<file path="config.mk">
export PLATFORM = sky130hd
export DESIGN_NAME = fwd_hazard_sb_flat
export DESIGN_NICKNAME = d
export VERILOG_FILES = /design/src/rtl/fwd_hazard_sb_if.sv /design/src/rtl/fwd_hazard_sb.sv /design/src/flat_wrapper.sv
export SDC_FILE = /design/constraint.sdc
export NUM_CORES = 1
export LEC_CHECK = 0
export ABC_AREA = 1
export ABC_CLOCK_PERIOD_IN_PS = 3440
export CAP_MARGIN = 20
export CORE_MARGIN = 5
export CORE_UTILIZATION = 54
export CTS_BUF_LIST = sky130_fd_sc_hd__clkbuf_16
export DETAILED_ROUTE_END_ITERATION = 10
export GPL_TIMING_DRIVEN = 0
export PLACE_DENSITY = 0.91
export SYNTH_ARGS = -nofsm -noshare
export SYNTH_HDL_FRONTEND = slang
export SYNTH_SLANG_ARGS = --single-unit
</file>
<file path="constraint.sdc">
create_clock -name clk -period 3.44 [get_ports clk]
set_input_delay 0.688 -clock clk [delete_from_list [all_inputs] [get_ports clk]]
set_output_delay 0.688 -clock clk [all_outputs]
set_load 0.005 [all_outputs]
</file>
<file path="src/rtl/fwd_hazard_sb_if.sv">
// fwd_hazard_sb_if: signal bundle between the EXE stage and the forwarding/hazard scoreboard.
// Ports:
//   rd_addr_i   [NUM_RD*REG_AW]          EXE source register addresses, port 0 in LSBs
//   rd_en_i     [NUM_RD]                 port actually reads the GPR
//   hilo_rd_i   [1]                      EXE instruction reads HI or LO
//   st_wr_i     [NUM_FWD_STAGES]         stage k writes the GPR
//   st_dst_i    [NUM_FWD_STAGES*REG_AW]  stage k destination register
//   st_rdy_i    [NUM_FWD_STAGES]         stage k result valid this cycle
//   md_start_i  [1]                      mul/div accepted in EXE
//   md_done_i   [1]                      mul/div finished early
//   flush_i     [1]                      pipeline flush
//   fwd_sel_o   [NUM_RD*SEL_W]           per port: 0 = regfile, k+1 = stage k
//   stall_o     [1]                      hold IF..EXE
//   md_busy_o   [1]                      HI/LO result pending
//   stall_cnt_o [PERF_W]                 saturating count of stall cycles
interface fwd_hazard_sb_if #(
    parameter int NUM_FWD_STAGES = 3,
    parameter int NUM_RD         = 2,
    parameter int REG_AW         = 5,
    parameter int PERF_W         = 32
);
    localparam int SEL_W = $clog2(NUM_FWD_STAGES + 1);
    logic [NUM_RD*REG_AW-1:0]         rd_addr_i;
    logic [NUM_RD-1:0]                rd_en_i;
    logic                             hilo_rd_i;
    logic [NUM_FWD_STAGES-1:0]        st_wr_i;
    logic [NUM_FWD_STAGES*REG_AW-1:0] st_dst_i;
    logic [NUM_FWD_STAGES-1:0]        st_rdy_i;
    logic                             md_start_i;
    logic                             md_done_i;
    logic                             flush_i;
    logic [NUM_RD*SEL_W-1:0]          fwd_sel_o;
    logic                             stall_o;
    logic                             md_busy_o;
    logic [PERF_W-1:0]                stall_cnt_o;
    modport master (
        output rd_addr_i, rd_en_i, hilo_rd_i, st_wr_i, st_dst_i, st_rdy_i,
               md_start_i, md_done_i, flush_i,
        input  fwd_sel_o, stall_o, md_busy_o, stall_cnt_o
    );
    modport slave (
        input  rd_addr_i, rd_en_i, hilo_rd_i, st_wr_i, st_dst_i, st_rdy_i,
               md_start_i, md_done_i, flush_i,
        output fwd_sel_o, stall_o, md_busy_o, stall_cnt_o
    );
endinterface

</file>
<file path="src/rtl/fwd_hazard_sb.sv">
// fwd_hazard_sb: EXE-stage forwarding select, data-hazard stall, HI/LO busy scoreboard and stall perf counter.
// Ports:
//   clk    clock
//   resetn asynchronous active-low reset
//   bus    fwd_hazard_sb_if.slave (register addresses, producer stage status, mul/div control in;
//          forward selects, stall, md_busy and stall counter out)
module fwd_hazard_sb #(
    parameter int NUM_FWD_STAGES = 3,
    parameter int NUM_RD         = 2,
    parameter int REG_AW         = 5,
    parameter int MD_LAT         = 32,
    parameter int PERF_W         = 32
) (
    input logic            clk,
    input logic            resetn,
    fwd_hazard_sb_if.slave bus
);
    localparam int SEL_W = $clog2(NUM_FWD_STAGES + 1);
    localparam int CNT_W = $clog2(MD_LAT + 1);
    logic [CNT_W-1:0]        r_md_cnt;
    logic [PERF_W-1:0]       r_stall_cnt;
    logic [NUM_RD*SEL_W-1:0] w_fwd_sel;
    logic [NUM_RD-1:0]       w_haz;
    logic                    w_md_busy;
    logic                    w_stall;
    // Scan from oldest to youngest so the youngest matching producer overwrites
    // the older ones; its readiness alone decides the hazard.
    always_comb begin
        w_fwd_sel = '0;
        w_haz     = '0;
        for (int p = 0; p < NUM_RD; p++) begin
            if (bus.rd_en_i[p] && bus.rd_addr_i[p*REG_AW +: REG_AW] != '0) begin
                for (int k = NUM_FWD_STAGES - 1; k >= 0; k--) begin
                    if (bus.st_wr_i[k] && bus.st_dst_i[k*REG_AW +: REG_AW] == bus.rd_addr_i[p*REG_AW +: REG_AW]) begin
                        w_fwd_sel[p*SEL_W +: SEL_W] = SEL_W'(k + 1);
                        w_haz[p]                    = !bus.st_rdy_i[k];
                    end
                end
            end
        end
    end
    assign w_md_busy = r_md_cnt != '0;
    // A new mul/div while one is pending stalls, serialising the HI/LO producer.
    assign w_stall = !bus.flush_i && (|w_haz || (w_md_busy && (bus.hilo_rd_i || bus.md_start_i)));
    always_ff @(posedge clk or negedge resetn) begin
        if (!resetn) begin
            r_md_cnt <= '0;
        end else if (bus.md_start_i && !w_stall) begin
            r_md_cnt <= CNT_W'(MD_LAT);
        end else if (bus.md_done_i || bus.flush_i) begin
            r_md_cnt <= '0;
        end else if (w_md_busy) begin
            r_md_cnt <= r_md_cnt - CNT_W'(1);
        end
    end
    always_ff @(posedge clk or negedge resetn) begin
        if (!resetn) begin
            r_stall_cnt <= '0;
        end else if (w_stall && r_stall_cnt != '1) begin
            r_stall_cnt <= r_stall_cnt + PERF_W'(1);
        end
    end
    assign bus.fwd_sel_o   = w_fwd_sel;
    assign bus.stall_o     = w_stall;
    assign bus.md_busy_o   = w_md_busy;
    assign bus.stall_cnt_o = r_stall_cnt;
endmodule

</file>
<file path="src/flat_wrapper.sv">
// flat-port wrapper written by rule: the top's interface ports become plain ports
module fwd_hazard_sb_flat 
#(
    parameter int NUM_FWD_STAGES = 3,
    parameter int NUM_RD         = 2,
    parameter int REG_AW         = 5,
    parameter int MD_LAT         = 32,
    parameter int PERF_W         = 32
)
  (clk, resetn, bus_rd_addr_i, bus_rd_en_i, bus_hilo_rd_i, bus_st_wr_i, bus_st_dst_i, bus_st_rdy_i, bus_md_start_i, bus_md_done_i, bus_flush_i, bus_fwd_sel_o, bus_stall_o, bus_md_busy_o, bus_stall_cnt_o);
  fwd_hazard_sb_if #(.NUM_FWD_STAGES(NUM_FWD_STAGES), .NUM_RD(NUM_RD), .REG_AW(REG_AW), .PERF_W(PERF_W)) bus_i ();
  input logic clk;
  input logic resetn;
  input wire logic [$bits(bus_i.rd_addr_i)-1:0] bus_rd_addr_i;
  input wire logic [$bits(bus_i.rd_en_i)-1:0] bus_rd_en_i;
  input wire logic [$bits(bus_i.hilo_rd_i)-1:0] bus_hilo_rd_i;
  input wire logic [$bits(bus_i.st_wr_i)-1:0] bus_st_wr_i;
  input wire logic [$bits(bus_i.st_dst_i)-1:0] bus_st_dst_i;
  input wire logic [$bits(bus_i.st_rdy_i)-1:0] bus_st_rdy_i;
  input wire logic [$bits(bus_i.md_start_i)-1:0] bus_md_start_i;
  input wire logic [$bits(bus_i.md_done_i)-1:0] bus_md_done_i;
  input wire logic [$bits(bus_i.flush_i)-1:0] bus_flush_i;
  output wire logic [$bits(bus_i.fwd_sel_o)-1:0] bus_fwd_sel_o;
  output wire logic [$bits(bus_i.stall_o)-1:0] bus_stall_o;
  output wire logic [$bits(bus_i.md_busy_o)-1:0] bus_md_busy_o;
  output wire logic [$bits(bus_i.stall_cnt_o)-1:0] bus_stall_cnt_o;
  assign bus_i.rd_addr_i = bus_rd_addr_i;
  assign bus_i.rd_en_i = bus_rd_en_i;
  assign bus_i.hilo_rd_i = bus_hilo_rd_i;
  assign bus_i.st_wr_i = bus_st_wr_i;
  assign bus_i.st_dst_i = bus_st_dst_i;
  assign bus_i.st_rdy_i = bus_st_rdy_i;
  assign bus_i.md_start_i = bus_md_start_i;
  assign bus_i.md_done_i = bus_md_done_i;
  assign bus_i.flush_i = bus_flush_i;
  assign bus_fwd_sel_o = bus_i.fwd_sel_o;
  assign bus_stall_o = bus_i.stall_o;
  assign bus_md_busy_o = bus_i.md_busy_o;
  assign bus_stall_cnt_o = bus_i.stall_cnt_o;
  fwd_hazard_sb #(.NUM_FWD_STAGES(NUM_FWD_STAGES), .NUM_RD(NUM_RD), .REG_AW(REG_AW), .MD_LAT(MD_LAT), .PERF_W(PERF_W)) u_core (.clk(clk), .resetn(resetn), .bus(bus_i));
endmodule
</file>
==> metrics.csv <==
stage;metric;value;unit
synthesis;yosys synthesis warning count;0;
clock_network;clock tree buffer depth;2;
clock_network;TritonCTS clock tree;yes;
die;placeable core region;5574;um^2
worst_setup_path;startpoint of the most critical register-to-register path;u_core.r_md_cnt[0]$_DFFE_PN0P_;
route;antenna-violating nets left;0;
worst_setup_path;cell at the slowest stage of the critical path;sky130_fd_sc_hd__clkdlybuf4s50_1;
synthesis;post-synthesis async set-or-reset flop share;100.0;%
clock_network;number of sinks handled by clock tree synthesis;38;
route;Initial DRC Count;308;
worst_setup_path;reg-to-reg endpoint;u_core.bus.stall_cnt_o[7]$_DFFE_PN0P_;
route;Via density;5.255;
clock_network;Clock Latency Late Sink;0.28;ns
clock_network;clock tree root buffer cell;sky130_fd_sc_hd__clkbuf_16;
sta;setup repair after global routing missed its margin;false;
sta;Final Setup Violations;0;
global_route;Tot GR Track Use;25.21;%
route;post-detailed-route DRC marker count;0;
placement;worst slack after detailed placement;-0.09098;ns
worst_setup_path;cells along the critical path;clkdlybuf4s50_1 -> inv_1 -> nand2_1 -> nand2_1 -> nor2_1 -> nand3_2 -> buf_4 -> a211oi_1 -> clkdlybuf4s50_1;
synthesis;cell area after synthesis;3131;um^2
die;Boundary Pins;77;
worst_setup_path;worst setup path start;bus_st_dst_i[6];
placement;final HPWL from detailed placement;7.287;mm
power_and_ir_drop;total power;1551;uW
clock_network;count of hold-fix buffers inserted at cts;0;
die;Die Ht;86.14;um
die;effective utilization at floorplan;56.16;%
layout;net count reported at finish;588;
power_and_ir_drop;power density over the cells;368.5;nW/um^2
route;Pre-Repair DR Iteration Count;5;
sta;final slew viol count;0;
sta;worst setup skew after layout;0.002977;ns
worst_setup_path;largest fanout of any net on the critical path;3;
worst_setup_path;number of cells traversed by the worst register-to-register path;14;
route;total length of routed wires;9.035;mm
worst_setup_path;count of buffering cells on the critical path with inverters included;4;
layout;area overhead of the layout relative to synthesis;34.45;%
worst_setup_path;Crit Path Class;in2out;
worst_setup_path;CP startpoint kind;input port;
power_and_ir_drop;leakage power of the design;0.001905;uW
global_route;remaining global-route overflow;0;
die;Die ar.;7420;um^2
worst_setup_path;Critical Path Sink Type;primary output;
global_route;largest net degree at the start of global routing;39;
global_route;first-pass GRT wire length;15.04;mm
route;routed length per instance;14.57;um
route;overall via count from detail_route;3258;
clock_network;clock-pin slew reported for the worst setup and hold paths after clock tree synthesis;0.06;ns
worst_setup_path;gate family responsible for the most delay along the worst path;buffers and inverters;
sta;setup ws final;0.1217;ns
die;number of placement rows;27;
worst_setup_path;peak per-stage delay on the critical path;0.57;ns
layout;number of antenna repair diodes;0;
global_route;via count of the first global-routing pass;3212;
die;width of the chip;86.14;um
clock_network;H-tree levels;2;
synthesis;synthesis-stage register bit count;38;
synthesis;count of flip-flops with a built-in enable after synthesis;0;
synthesis;net count of the mapped netlist;502;
sta;Final Critical Period;3.318;ns
worst_setup_path;arrival time at the worst endpoint;2.63;ns
layout;final design utilization;75.51;%
sta;maximum achievable frequency;301.4;MHz
worst_setup_path;WP depth;9;
status;result of the run;finished clean;
placement;gpl congestion;0.9673;
placement;number of input and output port buffers inserted;76;
sta;max-slew headroom at the worst pin;43.57;%
sta;Post-Route Setup TNS;0;ns
sta;final hold violations;0;
synthesis;Cell variety after synth;27;
layout;post-route cell area;4209;um^2
clock_network;TritonCTS buffer count;5;
synthesis;Synth Area per Inst;6.791;um^2
global_route;initial antenna violation count;0;
synthesis;sequential-to-total area share from yosys stat;30.38;%
synthesis;dominant synthesized flop cell;sky130_fd_sc_hd__dfrtp_1;
worst_setup_path;last element of the critical path;bus_fwd_sel_o[3];
min_path;worst hold path class;in2async;
run;MaxCap Viol Count;0;
worst_setup_path;FF-to-FF setup slack;1.26;ns
layout;Fillers;450;
synthesis;number of instances in the synthesized netlist;461;
placement;total cell area at the placement stage;3976;um^2
sta;slew at the pin closest to its max-slew limit;0.8464;ns
worst_setup_path;worst path required time;2.75;ns
power_and_ir_drop;IR drop worst, VDD;0.4727;mV
layout;fraction of final layout cells with drive strength greater than 1;13.14;%
sta;post-route clock period utilization;96.46;%
-- power by group --
| part | internal (uW) | switching, uW | total [uW] |
|---|---|---|---|
| Combinational | 216 | 275 | 491 |
| Clock | 339 | 185 | 524 |
| Sequential | 481 | 55.9 | 537 |
-- state kept, by name, indices dropped and copies added, names as in the netlist --
| name | count |
|---|---|
| u_core.bus.stall_cnt_o | 32 |
| u_core.r_md_cnt | 6 |
-- layer usage --
layer  up-vias  global-route usage, %  share of wire, %  routed length, um
met5         -                      0                 0                  0
met4         0                  8.489               2.7                245
met3        29                  4.515               6.9                621
met2       146                  41.28                47               4279
met1      1480                  33.41                43               3888
li1       1603                      -                 -                  -
-- worst register-to-register path: cells and delay by family (launching register included) --
family / cells / cell delay [ns]
adders and majority gates: 1 / 0.16
AOI/OAI and AO/OA: 2 / 0.15
buffers and inverters: 5 / 0.57
and+or+nand+nor: 6 / 0.77
DFF: 1 / 0.40
-- worst min path at each step --
stage	endpoint	slack (ns)
6_report	u_core.bus.stall_cnt_o[24]$_DFFE_PN0P_	0.51
4_1_cts	u_core.bus.stall_cnt_o[31]$_DFFE_PN0P_	0.53
3_3_place_gp	u_core.bus.stall_cnt_o[31]$_DFFE_PN0P_	0.50
3_5_place_dp	u_core.bus.stall_cnt_o[31]$_DFFE_PN0P_	0.51
2_1_floorplan	u_core.bus.stall_cnt_o[0]$_DFFE_PN0P_	0.39
5_1_grt	u_core.bus.stall_cnt_o[31]$_DFFE_PN0P_	0.55
-- layout by cell type, fill, tap and decap left out, types with 6 or more instances in the layout --
cell	count
sky130_fd_sc_hd__a21oi_1	7
sky130_fd_sc_hd__buf_6	6
sky130_fd_sc_hd__clkdlybuf4s50_1	62
sky130_fd_sc_hd__dfrtp_1	38
sky130_fd_sc_hd__dlymetal6s2s_1	8
sky130_fd_sc_hd__inv_1	71
sky130_fd_sc_hd__inv_2	6
sky130_fd_sc_hd__nand2_1	139
sky130_fd_sc_hd__nand3_1	8
sky130_fd_sc_hd__nand4_1	10
sky130_fd_sc_hd__nor2_1	54
sky130_fd_sc_hd__nor3_1	11
sky130_fd_sc_hd__nor4_1	8
sky130_fd_sc_hd__o21ai_0	8
sky130_fd_sc_hd__o21ai_2	32
sky130_fd_sc_hd__xnor2_1	16
sky130_fd_sc_hd__xor2_1	24
-- cell families after synthesis --
kind of cell / share of synthesized area (%)
compound gates: 12.39
xor+xnor: 11.19
fa+ha+maj: 0.7992
buf+inv: 11.39
flops: 30.38
simple gates: 33.85
-- repair_timing --
item / CTS / global route
setup endpoints to repair: 1 / 2
resized for setup: 9 / 14
pin swaps: 0 / 5
setup buffers: 0 / 3
-- synth_stat cells (6+ instances only) --
cell type	n	area share (%)
sky130_fd_sc_hd__nor4_1	8	1.6
sky130_fd_sc_hd__xnor2_1	16	4.5
sky130_fd_sc_hd__nand2_1	139	17
sky130_fd_sc_hd__inv_1	72	8.6
sky130_fd_sc_hd__dfrtp_1	38	30
sky130_fd_sc_hd__nand4_1	10	2.0
sky130_fd_sc_hd__nor3_1	11	1.8
sky130_fd_sc_hd__xor2_1	24	6.7
sky130_fd_sc_hd__o21ai_0	8	1.3
sky130_fd_sc_hd__buf_6	6	2.2
sky130_fd_sc_hd__a21oi_1	8	1.3
sky130_fd_sc_hd__o21ai_2	32	9.0
sky130_fd_sc_hd__nor2_1	57	6.8
sky130_fd_sc_hd__nand3_1	10	1.6
-- through the flow --
stage | hold slack, ns | cells
2_1_floorplan | 0.3924 | 461
3_3_place_gp | 0.4992 | 609
3_5_place_dp | 0.5148 | 609
4_1_cts | 0.5280 | 617
5_1_grt | 0.5494 | 620
6_report | 0.5082 | 620
-- area by class of cell --
class / instances / area, um^2 / share of cell area [%]
clock buffer: 5 / 125.1 / 2.973
multi-input combinational: 340 / 1854 / 44.05
tap: 72 / 90.09 / 2.140
buffer: 6 / 67.56 / 1.605
inverter: 77 / 289.0 / 6.867
sequential: 38 / 950.9 / 22.59
clock inverter: 3 / 40.04 / 0.9512
timing repair buffer: 79 / 792.0 / 18.82
Note: power is estimated with default switching activity, not from simulation.
